File: src/rtl/clk_mgmt_pkg.sv
// Shared types and default timing constants for the DCM reset sequencer.
package clk_mgmt_pkg;

   typedef enum logic [1:0] {
      WAIT_LOCK = 2'd0,
      LOCKED    = 2'd1,
      PULSE     = 2'd2
   } ch_state_e;

   typedef enum logic [1:0] {
      HOLD   = 2'd0,
      STABLE = 2'd1,
      RUN    = 2'd2
   } seq_state_e;

   localparam int unsigned DEF_N_DCM         = 3;
   localparam int unsigned DEF_LOCK_TIMEOUT  = 50000;
   localparam int unsigned DEF_RESET_PULSE   = 10;
   localparam int unsigned DEF_STABLE_CYCLES = 1024;
   localparam int unsigned DEF_CNT_W         = 8;

endpackage

File: src/rtl/dcm_lock_channel.sv
// One DCM: lock synchronizer, lock timeout, RST pulse generator.
// Optional saturating lock-loss counter when DCM_LOSS_COUNT_EN is defined.
module dcm_lock_channel
   import clk_mgmt_pkg::*;
#(
   parameter int unsigned LOCK_TIMEOUT = DEF_LOCK_TIMEOUT,
   parameter int unsigned RESET_PULSE  = DEF_RESET_PULSE,
   parameter int unsigned CNT_W        = DEF_CNT_W
) (
   input  logic             clk_i,
   input  logic             reset_i,
   input  logic             locked_raw_i,
   output logic             lk_o,
   output logic             dcm_reset_o
`ifdef DCM_LOSS_COUNT_EN
   ,
   output logic [CNT_W-1:0] loss_count_o
`endif
);

   localparam int unsigned TMR_W = $clog2(LOCK_TIMEOUT + 1);

   if (RESET_PULSE < 3 || RESET_PULSE > LOCK_TIMEOUT || CNT_W == 0) begin : g_bad_param
      $error("dcm_lock_channel: illegal RESET_PULSE/LOCK_TIMEOUT/CNT_W");
   end

   logic             meta_q;
   logic             lk_q;
   ch_state_e        state_q;
   logic [TMR_W-1:0] timer_q;
   logic             dcm_reset_q;

   // The timer is shared between the lock timeout and the pulse width.
   always_ff @(posedge clk_i) begin
      if (reset_i) begin
         meta_q      <= 1'b0;
         lk_q        <= 1'b0;
         state_q     <= WAIT_LOCK;
         timer_q     <= '0;
         dcm_reset_q <= 1'b0;
      end else begin
         meta_q <= locked_raw_i;
         lk_q   <= meta_q;
         case (state_q)
            WAIT_LOCK: begin
               if (lk_q) begin
                  state_q <= LOCKED;
                  timer_q <= '0;
               end else if (timer_q == TMR_W'(LOCK_TIMEOUT - 1)) begin
                  state_q     <= PULSE;
                  timer_q     <= '0;
                  dcm_reset_q <= 1'b1;
               end else begin
                  timer_q <= timer_q + TMR_W'(1);
               end
            end
            PULSE: begin
               if (timer_q == TMR_W'(RESET_PULSE - 1)) begin
                  state_q     <= WAIT_LOCK;
                  timer_q     <= '0;
                  dcm_reset_q <= 1'b0;
               end else begin
                  timer_q <= timer_q + TMR_W'(1);
               end
            end
            LOCKED: begin
               if (!lk_q) begin
                  state_q <= WAIT_LOCK;
                  timer_q <= '0;
               end
            end
            default: begin
               state_q     <= WAIT_LOCK;
               timer_q     <= '0;
               dcm_reset_q <= 1'b0;
            end
         endcase
      end
   end

   assign lk_o        = lk_q;
   assign dcm_reset_o = dcm_reset_q;

`ifdef DCM_LOSS_COUNT_EN
   logic             loss_q;
   logic [CNT_W-1:0] loss_cnt_q;

   // Loss flag marks the LOCKED->WAIT_LOCK edge; count lands one cycle later.
   always_ff @(posedge clk_i) begin
      if (reset_i) begin
         loss_q     <= 1'b0;
         loss_cnt_q <= '0;
      end else begin
         loss_q <= (state_q == LOCKED) && !lk_q;
         if (loss_q && (loss_cnt_q != {CNT_W{1'b1}})) begin
            loss_cnt_q <= loss_cnt_q + CNT_W'(1);
         end
      end
   end

   assign loss_count_o = loss_cnt_q;
`endif

endmodule

File: src/rtl/dcm_reset_sequencer.sv
// Drives DCM RST pins on lock timeout and holds system_reset until all locks are stable.
// Define DCM_LOSS_COUNT_EN to add the lock_loss_count port and per-DCM counters.
module dcm_reset_sequencer
   import clk_mgmt_pkg::*;
#(
   parameter int unsigned N_DCM         = DEF_N_DCM,
   parameter int unsigned LOCK_TIMEOUT  = DEF_LOCK_TIMEOUT,
   parameter int unsigned RESET_PULSE   = DEF_RESET_PULSE,
   parameter int unsigned STABLE_CYCLES = DEF_STABLE_CYCLES,
   parameter int unsigned CNT_W         = DEF_CNT_W
) (
   input  logic                   crystal_clk,
   input  logic                   reset,
   input  logic [N_DCM-1:0]       dcm_locked_in,
   output logic [N_DCM-1:0]       dcm_reset_out,
   output logic                   all_locked,
   output logic                   system_reset
`ifdef DCM_LOSS_COUNT_EN
   ,
   output logic [N_DCM*CNT_W-1:0] lock_loss_count
`endif
);

   localparam int unsigned STB_W = $clog2(STABLE_CYCLES + 1);

   if (N_DCM < 1 || N_DCM > 8 || STABLE_CYCLES < 1) begin : g_bad_param
      $error("dcm_reset_sequencer: illegal N_DCM/STABLE_CYCLES");
   end

   logic [N_DCM-1:0] lk;

   for (genvar i = 0; i < N_DCM; i++) begin : g_ch
      dcm_lock_channel #(
         .LOCK_TIMEOUT (LOCK_TIMEOUT),
         .RESET_PULSE  (RESET_PULSE),
         .CNT_W        (CNT_W)
      ) u_ch (
         .clk_i        (crystal_clk),
         .reset_i      (reset),
         .locked_raw_i (dcm_locked_in[i]),
         .lk_o         (lk[i]),
         .dcm_reset_o  (dcm_reset_out[i])
`ifdef DCM_LOSS_COUNT_EN
         ,
         .loss_count_o (lock_loss_count[i*CNT_W +: CNT_W])
`endif
      );
   end

   logic             all_locked_q;
   seq_state_e       seq_q;
   logic [STB_W-1:0] stable_q;
   logic             system_reset_q;

   // Lock loss is checked before stable-count completion so it wins a tie.
   always_ff @(posedge crystal_clk) begin
      if (reset) begin
         all_locked_q   <= 1'b0;
         seq_q          <= HOLD;
         stable_q       <= '0;
         system_reset_q <= 1'b1;
      end else begin
         all_locked_q <= &lk;
         case (seq_q)
            HOLD: begin
               if (all_locked_q) begin
                  seq_q    <= STABLE;
                  stable_q <= '0;
               end
            end
            STABLE: begin
               if (!all_locked_q) begin
                  seq_q <= HOLD;
               end else if (stable_q == STB_W'(STABLE_CYCLES - 1)) begin
                  seq_q          <= RUN;
                  system_reset_q <= 1'b0;
               end else begin
                  stable_q <= stable_q + STB_W'(1);
               end
            end
            RUN: begin
               if (!all_locked_q) begin
                  seq_q          <= HOLD;
                  system_reset_q <= 1'b1;
               end
            end
            default: begin
               seq_q          <= HOLD;
               system_reset_q <= 1'b1;
            end
         endcase
      end
   end

   assign all_locked   = all_locked_q;
   assign system_reset = system_reset_q;

endmodule

File: config.mk
export PLATFORM = sky130hd
export DESIGN_NAME = dcm_reset_sequencer
export DESIGN_NICKNAME = d
export VERILOG_FILES = /design/src/rtl/clk_mgmt_pkg.sv /design/src/rtl/dcm_lock_channel.sv /design/src/rtl/dcm_reset_sequencer.sv
export SDC_FILE = /design/constraint.sdc
export NUM_CORES = 1
export LEC_CHECK = 0
export CAP_MARGIN = 10
export CORE_MARGIN = 1.5
export CORE_UTILIZATION = 55
export DETAILED_ROUTE_END_ITERATION = 8
export PLACE_DENSITY_LB_ADDON = 0.05
export SETUP_SLACK_MARGIN = 0.2
export SLEW_MARGIN = 20
export SYNTH_ARGS = -nofsm -noshare
export SYNTH_HDL_FRONTEND = slang
export SYNTH_SLANG_ARGS = --single-unit
File: constraint.sdc
create_clock -name crystal_clk -period 4.4 [get_ports crystal_clk]
set_input_delay 0.44 -clock crystal_clk [delete_from_list [all_inputs] [get_ports crystal_clk]]
set_output_delay 0.44 -clock crystal_clk [all_outputs]
set_load 0.01 [all_outputs]
# Word level (Yosys, flattened, before mapping)
# Cells that the tools add are included.
# classes
addsub,4
n_eq_ne,36
muxes,55
bitwise,4
n_reduce_logical,15
# op_table
op,count
16-bit two-way mux,12
16-bit case mux with 3 select lines,3
"16-bit by 1-bit adder with 16-bit output, second input constant",3
"16-bit == test, second input constant",3
"16-bit by 4-bit == test with 1-bit output, second input constant",3
11-bit two-way mux,3
2-bit two-way mux,16
2-bit case mux with 3 select lines,4
"2-bit inequality test, second input constant",11
11-bit case mux with 2 select lines,1
4-bit AND reduction,5
3-bit AND reduction,5
1-bit two-way mux,12
"2-bit by 1-bit inequality test with 1-bit output, second input constant",6
1-bit case mux with 3 select lines,4
"11-bit by 1-bit adder with 11-bit output, second input constant",1
"11-bit by 10-bit == test with 1-bit output, second input constant",1
"3-bit by 1-bit inequality test with 1-bit output, second input constant",3
"2-bit by 1-bit == test with 1-bit output, second input constant",4
"2-bit == test, second input constant",4
2-bit zero test,4
1-bit inverter,4
"3-bit inequality test, second input constant",1
2-bit nonzero test,1
# word_totals
reg_bits,78
out_inout_bits,5
word_cells,133

# Logic depth before layout (Yosys ltp)
# depth
ltp_word,4
depth_mapped,9

# Hierarchy
# From an unflattened synthesis, not the netlist that was laid out.
# unflattened
hier_cells,477
hier_area_um2,4081.4
# by_module_without_submodules
module,instances,cells_per_inst,area_each_um2,seq_area_each_um2
dcm_lock_channel,3,131,1094.8,420.4
dcm_reset_sequencer,1,84,797.0,300.3

# Worst setup path before layout
# No wires, ideal clock.
# synth_timing
kind,register to register
start,register g_ch[1].u_ch.timer_q[4]
end,register g_ch[1].u_ch.timer_q[9]
arrival_ps,2168
required_time_ps,4278
path_slack_ps,2111
path_stages_with_launch,7
n_path_buf,1
period_less_slack_ps,2289
cell_sequence,dfxtp_1 > buf_6 > or4b_4 > or4_4 > a32o_2 > and3_1 > a221o_1
# synth_via
elab_chain_cells,4
elab_cells_between_ends,7
# synth_lines
item,line,text
from (decl),dcm_lock_channel.sv:30,logic [TMR_W-1:0] timer_q;
from (signal assigned),dcm_lock_channel.sv:54,timer_q <= timer_q + TMR_W'(1);
from (signal assigned),dcm_lock_channel.sv:63,timer_q <= timer_q + TMR_W'(1);
16-bit by 1-bit adder with 16-bit output or 16-bit == test (tied branches),"dcm_lock_channel.sv:54, dcm_lock_channel.sv:63, dcm_lock_channel.sv:49",
16-bit two-way mux,dcm_lock_channel.sv:49,end else if (timer_q == TMR_W'(LOCK_TIMEOUT - 1)) begin
16-bit two-way mux,dcm_lock_channel.sv:46,if (lk_q) begin
16-bit case mux with 3 select lines *,dcm_lock_channel.sv:44,case (state_q)
# Every way passes the cells marked *; elsewhere a longest branch is shown, timed or not.
# A chain may end at the register's enable or synchronous reset.

# Worst setup path in the final report
# layout_timing
start,register g_ch[2].u_ch.timer_q[3]
end,register g_ch[2].u_ch.timer_q[15]
# layout_via
elab_chain_cells,4
elab_cells_between_ends,7
# layout_lines
item,line
from (decl),dcm_lock_channel.sv:30
from (signal assigned),dcm_lock_channel.sv:54
from (signal assigned),dcm_lock_channel.sv:63
16-bit by 1-bit adder with 16-bit output or 16-bit == test (tied branches),"dcm_lock_channel.sv:54, dcm_lock_channel.sv:63, dcm_lock_channel.sv:49"
16-bit two-way mux,dcm_lock_channel.sv:49
16-bit two-way mux,dcm_lock_channel.sv:46
16-bit case mux with 3 select lines *,dcm_lock_channel.sv:44
# Marked as above.

==> flow_metrics.tcl <==
set metrics [dict create \
    status "completed" \
    finalHoldViolCount 0 \
    fmax_mhz 396 \
    min_period_over_period_pct 57.4 \
    reg2regPathDepth 5 \
    area.growth.synth_to_final_pct 8.50 \
    ioPinCount 10 \
    critPathCaptureType "flop" \
    path_class "reg2reg" \
    seq_area_frac_synth_pct 39.3 \
    crit_arrival_ns 2.72 \
    tns_ns 0 \
    min_from "g_ch[1].u_ch.meta_q" \
    wl_per_cell_um 14.2 \
    final_common_cell "dfxtp_1" \
    place.gp.congestion 0.854 \
    place_ws_ns 1.89 \
    dieArea_um2 7750 \
    hp-class "reg2reg" \
    whs_endpoint "g_ch[1].u_ch.lk_o" \
    synth_top_area_share_pct 39.3 \
    netlist_top_cells_area "dfxtp_1 (39%), nand2_1 (5.5%), nand3_1 (5.4%)" \
    htreeDepth 3 \
    path_max_fanout 16 \
    synth_ff_type "dfxtp_1" \
    hold_slack_ns 0.444 \
    cts_tree "yes" \
    chipWidth_um 88.0 \
    ir_drop_mv 0.235 \
    remaining_drc_errors 0 \
    grt_pass1_wl_um 14200 \
    dr.first_iter.drc_count 212 \
    num_rows 30 \
    netlist_area_um2 3980 \
    cts_resized 0 \
    grt_max_degree 37 \
    drtPass1Iterations 5 \
    synth_cell_types 56 \
    clk_latency_ns 0.34 \
    synth_nets 501 \
    port_buffers 9 \
    tightest_slew_ns 0.857 \
    setup_viol 0 \
    ant_nets 0 \
    finalCriticalPeriod_ns 2.52 \
    synthArstFlopShare_pct 0 \
    cts_made_buffers 9 \
    clock_sinks 78 \
    via_per_inst 6.05 \
    ys_ff_latch 78 \
    rsz0062_at_grt "false" \
    root_buffer "clkbuf_8" \
    clk_pin_slew_ns 0.08 \
    grtUsageTotal_pct 22.9 \
    drive_gt1_share_pct 5.44 \
    nets 504 \
    die_h_um 88.0 \
    fin_skew_ns 0.00423 \
    maxCapViolCount 0 \
    max_slew_margin_pct 42.7 \
    fin_util_pct 62.4 \
    diodes 0 \
    final_cell_mix "dfxtp_1 (78), nand2_1 (58), nand3_1 (43), nor2_1 (37), a21oi_1 (24)" \
    startpoint_type "flop" \
    rrSetupSlack_ns 1.88 \
    slew_viol_final 0 \
    required_ns 4.60 \
    p_per_area_nw_per_um2 314 \
    ys_warn_count 0 \
    core_region_area_um2 6910 \
    timing.rr.end "g_ch[2].u_ch.timer_q[15]" \
    r2r-start "g_ch[2].u_ch.timer_q[3]" \
    holdPathStages 1 \
    antenna_found_initial 0 \
    ctsHoldBuffers 0 \
    yosys.area.top_type "dfxtp_1" \
    initial_core_util_pct 57.6 \
    via_count 3579 \
    fin_ws_ns 1.88 \
    synth_edf_count 0 \
    grt_pass1_vias 3106 \
    p_leak_uw 0.00151 \
    avgSynthCellArea_um2 8.13 \
    cts_buffer_depth 2 \
    totalPowerFinal_uw 1350 \
    hpwlAfterDp_um 5730 \
    cts_setup_buffers 0 \
    wl_um 8430 \
    overflow 0 \
    fillCellCount 637 \
    syn-instance-count 489 \
]
==> logic make-up (layout without fill, tap and decap cells) <==
logic type / Yosys count / in the layout / share of synthesized area [%]
buffers and inverters: 34 / 41 / 3.87
xor gates and xnor gates: 10 / 10 / 2.20
muxes: 2 / 2 / 0.504
AOI/OAI and AO/OA: 106 / 106 / 18.4
adders and majority gates: 7 / 7 / 2.20
and+or+nand+nor: 252 / 252 / 33.5
DFF: 78 / 78 / 39.3
==> registers in the layout, summed over array words and instances (netlist names) <==
signal / count
g_ch.u_ch.meta_q: 3
g_ch.u_ch.lk_o: 3
g_ch.u_ch.state_q: 6
g_ch.u_ch.dcm_reset_o: 3
system_reset: 1
all_locked: 1
seq_q: 2
stable_q: 11
g_ch.u_ch.timer_q: 48
==> metrics by stage <==
stage | instances | cell area [um2]
final | 592 | 4310
after global routing | 592 | 4310
after CTS | 592 | 4300
after detailed placement | 577 | 4110
after global placement | 577 | 4110
after floorplan | 489 | 3980
==> critical path: stages, from the launching register on <==
cell,delay [ns]
dfxtp_1,0.44
nor4b_1,0.45
nand2_1,0.13
o41a_1,0.69
o21ai_0,0.46
o311ai_0,0.21
==> worst max path at each step <==
stage,to,slack (ns),startpoint,depth (start not counted)
finish,g_ch[2].u_ch.timer_q[15],1.88,g_ch[2].u_ch.timer_q[3],5
global placement,g_ch[0].u_ch.timer_q[5],1.97,reset,4
floorplan,g_ch[1].u_ch.timer_q[9],2.11,g_ch[1].u_ch.timer_q[4],6
global route,g_ch[2].u_ch.timer_q[15],1.69,g_ch[2].u_ch.timer_q[3],5
CTS,g_ch[0].u_ch.timer_q[14],1.86,g_ch[0].u_ch.timer_q[1],7
detailed placement,g_ch[0].u_ch.timer_q[14],1.89,g_ch[0].u_ch.timer_q[1],7
==> power breakdown <==
part           internal [uW]  switching (uW)  total [uW]
logic                   33.0            45.7        78.7
clock network            258             271         529
registers                723            24.7         747
==> final cells by class <==
cell class,instances,area [um2],area share (%)
sequential,78,1560,36.2
timing repair buffer,12,113,2.61
clock buffer,9,124,2.87
clock inverter,6,63.8,1.48
multi-input combinational,377,2280,52.8
inverter,14,52.6,1.22
tap,96,120,2.79
==> per-layer routing <==
| metal | vias to the layer above | share of wire (%) | track usage, % |
|---|---|---|---|
| li1 | 1836 | - | - |
| met1 | 1682 | 50 | 30.3 |
| met2 | 55 | 46 | 38.2 |
| met3 | 6 | 3.4 | 5.09 |
| met4 | 0 | 0.74 | 4.97 |
| met5 | - | 0 | 0 |
==> synth_stat cells, types with 5 or more instances <==
cell,count
dfxtp_1,78
nand2_1,58
nand3_1,43
nor2_1,37
a21oi_1,24
a31oi_1,22
and3_1,16
clkbuf_1,15
nor3_1,15
inv_1,14
nor4_1,13
nor2b_1,12
nand4_1,11
o21ai_0,10
o221ai_1,8
and2_1,7
and4_1,7
ha_1,7
nand2b_1,6
xor2_1,6
nand3b_1,5
nor4b_1,5
or3_1,5
No activity file was read; power rests on OpenSTA's default activity.
